--- config.mk ---
export PLATFORM = sky130hd
export DESIGN_NAME = mem_arbiter_flat
export DESIGN_NICKNAME = d
export VERILOG_FILES = /design/src/rtl/mem_arbiter_if.sv /design/src/rtl/mem_arbiter.sv /design/src/flat_wrapper.sv
export SDC_FILE = /design/constraint.sdc
export NUM_CORES = 1
export LEC_CHECK = 0
export ABC_AREA = 1
export CORE_UTILIZATION = 45
export DETAILED_ROUTE_END_ITERATION = 16
export GPL_TIMING_DRIVEN = 0
export PLACE_DENSITY = 0.85
export SETUP_SLACK_MARGIN = 0.5
export SLEW_MARGIN = 5
export SYNTH_ARGS = -nofsm -noshare
export SYNTH_HDL_FRONTEND = slang
export SYNTH_SLANG_ARGS = --single-unit
--- constraint.sdc ---
create_clock -name clk_i -period 10.2 [get_ports clk_i]
set_input_delay 1.53 -clock clk_i [delete_from_list [all_inputs] [get_ports clk_i]]
set_output_delay 1.53 -clock clk_i [all_outputs]
set_load 0.01 [all_outputs]
--- src/rtl/mem_arbiter_if.sv ---
// Request/response bundle between core fetch/LSU, the memory arbiter and memory.
// slave = arbiter view, master = core + memory view.
interface mem_arbiter_if;
    logic        f_req;
    logic [31:0] f_addr;
    logic        f_gnt;
    logic        f_rvalid;
    logic [31:0] f_rdata;
    logic        d_req;
    logic        d_we;
    logic [3:0]  d_be;
    logic [31:0] d_addr;
    logic [31:0] d_wdata;
    logic        d_gnt;
    logic        d_done;
    logic [31:0] d_rdata;
    logic        mem_en;
    logic        mem_we;
    logic [3:0]  mem_be;
    logic [31:0] mem_addr;
    logic [31:0] mem_wdata;
    logic [31:0] mem_rdata;
    logic        busy;

    modport slave (
        input  f_req, f_addr, d_req, d_we, d_be, d_addr, d_wdata, mem_rdata,
        output f_gnt, f_rvalid, f_rdata, d_gnt, d_done, d_rdata,
               mem_en, mem_we, mem_be, mem_addr, mem_wdata, busy
    );

    modport master (
        output f_req, f_addr, d_req, d_we, d_be, d_addr, d_wdata, mem_rdata,
        input  f_gnt, f_rvalid, f_rdata, d_gnt, d_done, d_rdata,
               mem_en, mem_we, mem_be, mem_addr, mem_wdata, busy
    );
endinterface

--- src/rtl/mem_arbiter.sv ---
// Single memory port shared by fetch and load/store: one transaction at a time,
// data has priority except when fetch has been starved STARVE_MAX grants in a row.
module mem_arbiter #(
    parameter int unsigned MEM_LAT    = 1,
    parameter int unsigned STARVE_MAX = 4
) (
    input  logic          clk_i,
    input  logic          reset_i,
    input  logic          ce_i,
    mem_arbiter_if.slave  bus
);
    typedef enum logic [1:0] {ST_IDLE, ST_ISSUE, ST_WAIT, ST_RESP} state_e;

    localparam logic [2:0] LAT  = 3'(MEM_LAT);
    localparam logic [3:0] SMAX = 4'(STARVE_MAX);

    state_e      state_q;
    logic [3:0]  starve_q;
    logic [2:0]  lat_q;
    logic        src_d_q;
    logic        mem_en_q, mem_we_q;
    logic [3:0]  mem_be_q;
    logic [31:0] mem_addr_q, mem_wdata_q;
    logic [31:0] f_rdata_q, d_rdata_q;
    logic        f_rvalid_q, d_done_q, busy_q;
    logic        can_gnt, pick_f, f_gnt, d_gnt;

    // Grants are combinational from the requests but only ever issued from IDLE.
    always_comb begin
        can_gnt = (state_q == ST_IDLE) && ce_i && !reset_i;
        pick_f  = bus.f_req && (!bus.d_req || (starve_q == SMAX));
        f_gnt   = can_gnt && pick_f;
        d_gnt   = can_gnt && bus.d_req && !pick_f;
    end

    always_ff @(posedge clk_i or posedge reset_i) begin
        if (reset_i) begin
            state_q     <= ST_IDLE;
            starve_q    <= '0;
            lat_q       <= '0;
            src_d_q     <= 1'b0;
            mem_en_q    <= 1'b0;
            mem_we_q    <= 1'b0;
            mem_be_q    <= '0;
            mem_addr_q  <= '0;
            mem_wdata_q <= '0;
            f_rdata_q   <= '0;
            d_rdata_q   <= '0;
            f_rvalid_q  <= 1'b0;
            d_done_q    <= 1'b0;
            busy_q      <= 1'b0;
        end else if (ce_i) begin
            case (state_q)
                ST_IDLE: begin
                    if (f_gnt) begin
                        mem_addr_q <= bus.f_addr;
                        mem_we_q   <= 1'b0;
                        mem_be_q   <= 4'b1111;
                        src_d_q    <= 1'b0;
                        starve_q   <= '0;
                        mem_en_q   <= 1'b1;
                        busy_q     <= 1'b1;
                        state_q    <= ST_ISSUE;
                    end else if (d_gnt) begin
                        mem_addr_q  <= bus.d_addr;
                        mem_we_q    <= bus.d_we;
                        mem_be_q    <= bus.d_we ? bus.d_be : 4'b1111;
                        mem_wdata_q <= bus.d_wdata;
                        src_d_q     <= 1'b1;
                        if (bus.f_req && (starve_q != SMAX))
                            starve_q <= starve_q + 4'd1;
                        mem_en_q    <= 1'b1;
                        busy_q      <= 1'b1;
                        state_q     <= ST_ISSUE;
                    end
                end
                ST_ISSUE: begin
                    mem_en_q <= 1'b0;
                    if (mem_we_q) begin
                        d_done_q <= 1'b1;
                        state_q  <= ST_RESP;
                    end else begin
                        lat_q   <= LAT;
                        state_q <= ST_WAIT;
                    end
                end
                ST_WAIT: begin
                    if (lat_q <= 3'd1) begin
                        if (src_d_q) begin
                            d_rdata_q <= bus.mem_rdata;
                            d_done_q  <= 1'b1;
                        end else begin
                            f_rdata_q  <= bus.mem_rdata;
                            f_rvalid_q <= 1'b1;
                        end
                        state_q <= ST_RESP;
                    end else begin
                        lat_q <= lat_q - 3'd1;
                    end
                end
                ST_RESP: begin
                    f_rvalid_q <= 1'b0;
                    d_done_q   <= 1'b0;
                    busy_q     <= 1'b0;
                    state_q    <= ST_IDLE;
                end
                default: state_q <= ST_IDLE;
            endcase
        end
    end

    // mem_en is gated by ce so a frozen ISSUE cycle never strobes memory twice.
    assign bus.f_gnt     = f_gnt;
    assign bus.d_gnt     = d_gnt;
    assign bus.f_rvalid  = f_rvalid_q;
    assign bus.f_rdata   = f_rdata_q;
    assign bus.d_done    = d_done_q;
    assign bus.d_rdata   = d_rdata_q;
    assign bus.mem_en    = mem_en_q && ce_i;
    assign bus.mem_we    = mem_we_q;
    assign bus.mem_be    = mem_be_q;
    assign bus.mem_addr  = mem_addr_q;
    assign bus.mem_wdata = mem_wdata_q;
    assign bus.busy      = busy_q;
endmodule

--- src/flat_wrapper.sv ---
// flat-port wrapper written by rule: the top's interface ports become plain ports
module mem_arbiter_flat 
#(
    parameter int unsigned MEM_LAT    = 1,
    parameter int unsigned STARVE_MAX = 4
)
  (clk_i, reset_i, ce_i, bus_f_req, bus_f_addr, bus_d_req, bus_d_we, bus_d_be, bus_d_addr, bus_d_wdata, bus_mem_rdata, bus_f_gnt, bus_f_rvalid, bus_f_rdata, bus_d_gnt, bus_d_done, bus_d_rdata, bus_mem_en, bus_mem_we, bus_mem_be, bus_mem_addr, bus_mem_wdata, bus_busy);
  mem_arbiter_if bus_i ();
  input  logic clk_i;
  input  logic reset_i;
  input  logic ce_i;
  input wire logic [$bits(bus_i.f_req)-1:0] bus_f_req;
  input wire logic [$bits(bus_i.f_addr)-1:0] bus_f_addr;
  input wire logic [$bits(bus_i.d_req)-1:0] bus_d_req;
  input wire logic [$bits(bus_i.d_we)-1:0] bus_d_we;
  input wire logic [$bits(bus_i.d_be)-1:0] bus_d_be;
  input wire logic [$bits(bus_i.d_addr)-1:0] bus_d_addr;
  input wire logic [$bits(bus_i.d_wdata)-1:0] bus_d_wdata;
  input wire logic [$bits(bus_i.mem_rdata)-1:0] bus_mem_rdata;
  output wire logic [$bits(bus_i.f_gnt)-1:0] bus_f_gnt;
  output wire logic [$bits(bus_i.f_rvalid)-1:0] bus_f_rvalid;
  output wire logic [$bits(bus_i.f_rdata)-1:0] bus_f_rdata;
  output wire logic [$bits(bus_i.d_gnt)-1:0] bus_d_gnt;
  output wire logic [$bits(bus_i.d_done)-1:0] bus_d_done;
  output wire logic [$bits(bus_i.d_rdata)-1:0] bus_d_rdata;
  output wire logic [$bits(bus_i.mem_en)-1:0] bus_mem_en;
  output wire logic [$bits(bus_i.mem_we)-1:0] bus_mem_we;
  output wire logic [$bits(bus_i.mem_be)-1:0] bus_mem_be;
  output wire logic [$bits(bus_i.mem_addr)-1:0] bus_mem_addr;
  output wire logic [$bits(bus_i.mem_wdata)-1:0] bus_mem_wdata;
  output wire logic [$bits(bus_i.busy)-1:0] bus_busy;
  assign bus_i.f_req = bus_f_req;
  assign bus_i.f_addr = bus_f_addr;
  assign bus_i.d_req = bus_d_req;
  assign bus_i.d_we = bus_d_we;
  assign bus_i.d_be = bus_d_be;
  assign bus_i.d_addr = bus_d_addr;
  assign bus_i.d_wdata = bus_d_wdata;
  assign bus_i.mem_rdata = bus_mem_rdata;
  assign bus_f_gnt = bus_i.f_gnt;
  assign bus_f_rvalid = bus_i.f_rvalid;
  assign bus_f_rdata = bus_i.f_rdata;
  assign bus_d_gnt = bus_i.d_gnt;
  assign bus_d_done = bus_i.d_done;
  assign bus_d_rdata = bus_i.d_rdata;
  assign bus_mem_en = bus_i.mem_en;
  assign bus_mem_we = bus_i.mem_we;
  assign bus_mem_be = bus_i.mem_be;
  assign bus_mem_addr = bus_i.mem_addr;
  assign bus_mem_wdata = bus_i.mem_wdata;
  assign bus_busy = bus_i.busy;
  mem_arbiter #(.MEM_LAT(MEM_LAT), .STARVE_MAX(STARVE_MAX)) u_core (.clk_i(clk_i), .reset_i(reset_i), .ce_i(ce_i), .bus(bus_i));
endmodule
==> flow_summary_export.csv <==
group,metric,value,unit
run_status,status,"complete, no violations",
clocking,cts_resized,0,
yosys,yosys.area.top_type,"dfrtp_1",
grt,grt_overflow,0,
cells_and_area,final_cell_mix,"clkdlybuf4s50_1, nand2_1, dfrtp_1",
cells_and_area,final_nets,1157,
setup_path,cp_max_fo,95,
grt,first_global_vias,6030,
cells_and_area,final_common_cell,"clkdlybuf4s50_1",
cells_and_area,fin_util,0.7410,
timing,fin_crit,5.901,ns
setup_path,worst-r2r-cell-count,9,
min_path,min-delay-start,"u_core.bus.mem_wdata[31]$_DFFE_PP0P_",
timing,max_freq,169.5,MHz
route,first_pass_iters,5,
setup_path,cp.arrival,4.37,ns
setup_path,path_class,"in -> out",
die,die_w,120.7,µm
timing,report.final.slew_viol_count,0,
setup_path,r2r-start,"u_core.state_q[0]$_DFFE_PP0P_",
die,dieHeight,120.7,µm
place,io_buffers,275,
setup_path,worstPathRequired,8.67,ns
yosys,syn_area,0.006337,mm²
yosys,ys_types,30,
min_path,whs_path_depth,2,
place,place_area,0.009343,mm²
clocking,cts_sinks,147,
setup_path,cp-start-kind,"input pin",
timing,timing.final.ws_setup,4.299,ns
cells_and_area,final_cells,1199,
timing,maxSlewHeadroom,0.6672,
timing,finalHoldViolations,0,
power_and_ir_drop,p_per_area,293.8,mW/mm²
route,drt-total-wl,18970,µm
grt,antenna_found_initial,0,
clocking,cts_max_level,4,
yosys,syn_inst,715,
clocking,cts_tree,"yes",
cells_and_area,diodes,0,
route,wl_per_cell,15.82,µm
yosys,synth_top_area_frac,0.5805,
clocking,clock_latency,0.42,ns
die,start_util,0.4692,
clocking,cts_buffers,17,
cells_and_area,drive_above_1_share,0.07722,
cells_and_area,design_area,0.01001,mm²
route,postRouteAntennaNets,0,
place,place_hpwl,13990,µm
setup_path,regToRegEndpoint,"u_core.bus.f_rdata[8]$_DFFE_PP0P_",
yosys,yosysSeqAreaShare,0.5805,
clocking,cts_root_buf,"clkbuf_16",
cells_and_area,area_growth,57.91,%
timing,worstMarginPinSlew,0.4992,ns
min_path,min_path_type,"reg -> reg",
grt,track_usage,0.2748,
run,maxCapViolCount,0,
grt,grt_pass1_wl,30540,µm
timing,fin_crit_sh,0.5785,
timing,setup_tns,0,ns
die,coreArea,0.01351,mm²
clocking,cts_hold_buf,0,
die,dieArea,0.01456,mm²
power_and_ir_drop,ir_worst_vdd,184.1,µV
setup_path,reg2reg_slack,8.16,ns
clocking,cts.path.max_buffers,2,
timing,setup_viol,0,
route,via_per_inst,4.902,
route,drtIter0Drc,311,
timing,rsz0062_at_grt,"false",
power_and_ir_drop,power,2.940,mW
cells_and_area,fillers,969,
route,drc,0,
place,dp_slack,4.252,ns
clocking,clk_pin_slew,0.06,ns
min_path,min_to,"u_core.bus.mem_wdata[31]$_DFFE_PP0P_",
grt,grt_max_degree,96,
place,dp_cells,1167,
yosys,synth-seq-cells,147,
yosys,synth_area_leaders,"dfrtp_1, nand2_1, o21ai_0",
place,place_congestion,0.8487,
power_and_ir_drop,p_leak,4.863,nW
yosys,syn_avg_cell_area,8.863,µm²
timing,worst_clock_skew,0.008225,ns
die,io_pins,277,
yosys,ys_warn_count,0,
setup_path,end_kind,"primary output",
die,placementRows,42,
route,num_vias,5878,
clocking,post_cts_buffers,0,
yosys,synth_nets,862,
timing,hold_slack,0.4759,ns
-- worst max-delay path, stage by stage --
cell,delay [ns]
clkdlybuf4s50_1,0.50
inv_6,0.42
buf_16,0.43
nand3_2,0.12
inv_2,0.12
nand2_2,0.09
inv_2,0.10
nand2_1,0.11
inv_2,0.14
buf_4,0.19
clkdlybuf4s50_1,0.56
-- cells in the mapped netlist --
library cell / number
nand2_1: 244
dfrtp_1: 147
o21ai_0: 122
inv_1: 86
nor2_1: 14
o21ai_1: 12
clkbuf_1: 11
buf_6: 10
buf_2: 9
ha_1: 9
o21ai_2: 8
nand3_1: 6
buf_4: 4
inv_2: 4
nand2_2: 4
nor3_1: 4
nand3_2: 3
o22ai_1: 3
a21oi_1: 2
nand4_1: 2
xor2_1: 2
a211oi_1: 1
a21o_1: 1
buf_8: 1
nand3_4: 1
nand4_4: 1
nor2_4: 1
nor3_2: 1
o21a_1: 1
xnor2_1: 1
-- worst max path at each step --
stage,from,depth (start not counted),slack [ns],end
floorplan,reset_i,8,3.21,bus_d_gnt
global placement,reset_i,10,0.90,bus_d_gnt
detailed placement,reset_i,11,4.25,bus_d_gnt
CTS,reset_i,11,4.23,bus_d_gnt
global route,reset_i,11,4.04,bus_d_gnt
finish,reset_i,11,4.30,bus_d_gnt
-- metal layers --
metal  share of wire  track usage  up-vias
met2            0.49       0.4465      219
met4           0.045       0.1620        0
li1                -            -     2827
met1            0.41       0.3293     2766
met3           0.056      0.07123       66
met5               0            0        -
-- flip-flops by register name (all words and copies together), names as in the netlist --
name / cells
u_core.src_d_q: 1
u_core.bus.mem_we: 1
u_core.bus.d_done: 1
u_core.bus.busy: 1
u_core.mem_en_q: 1
u_core.bus.mem_be: 4
u_core.bus.mem_wdata: 32
u_core.state_q: 2
u_core.bus.f_rvalid: 1
u_core.bus.d_rdata: 32
u_core.starve_q: 4
u_core.lat_q: 3
u_core.bus.mem_addr: 32
u_core.bus.f_rdata: 32
-- power breakdown --
group	internal [mW]	leakage (nW)	switching, mW
clock network	0.459	0.318	0.248
logic	0.649	2.71	0.562
registers	0.860	1.84	0.161
total	1.97	4.86	0.972
-- area by class of cell --
type / instances / area, µm² / share of cell area
Inverter: 90 / 342.8 / 0.03426
Timing Repair Buffer: 276 / 2780 / 0.2778
Clock buffer: 19 / 432.9 / 0.04326
Multi-Input combinational cell: 443 / 2077 / 0.2076
Sequential cell: 147 / 3679 / 0.3676
Clock inverter: 13 / 231.5 / 0.02313
Tap cell: 176 / 220.2 / 0.02201
Buffer: 35 / 244.0 / 0.02438
-- kinds of logic after synthesis --
kind of cell,count (synthesis),share of synthesized area
xor+xnor,3,0.004147
flops,147,0.5805
fa+ha+maj,9,0.01777
compound gates,150,0.1250
simple gates,281,0.1808
buf+inv,125,0.09181
Note: power is estimated with default switching activity, not from simulation.
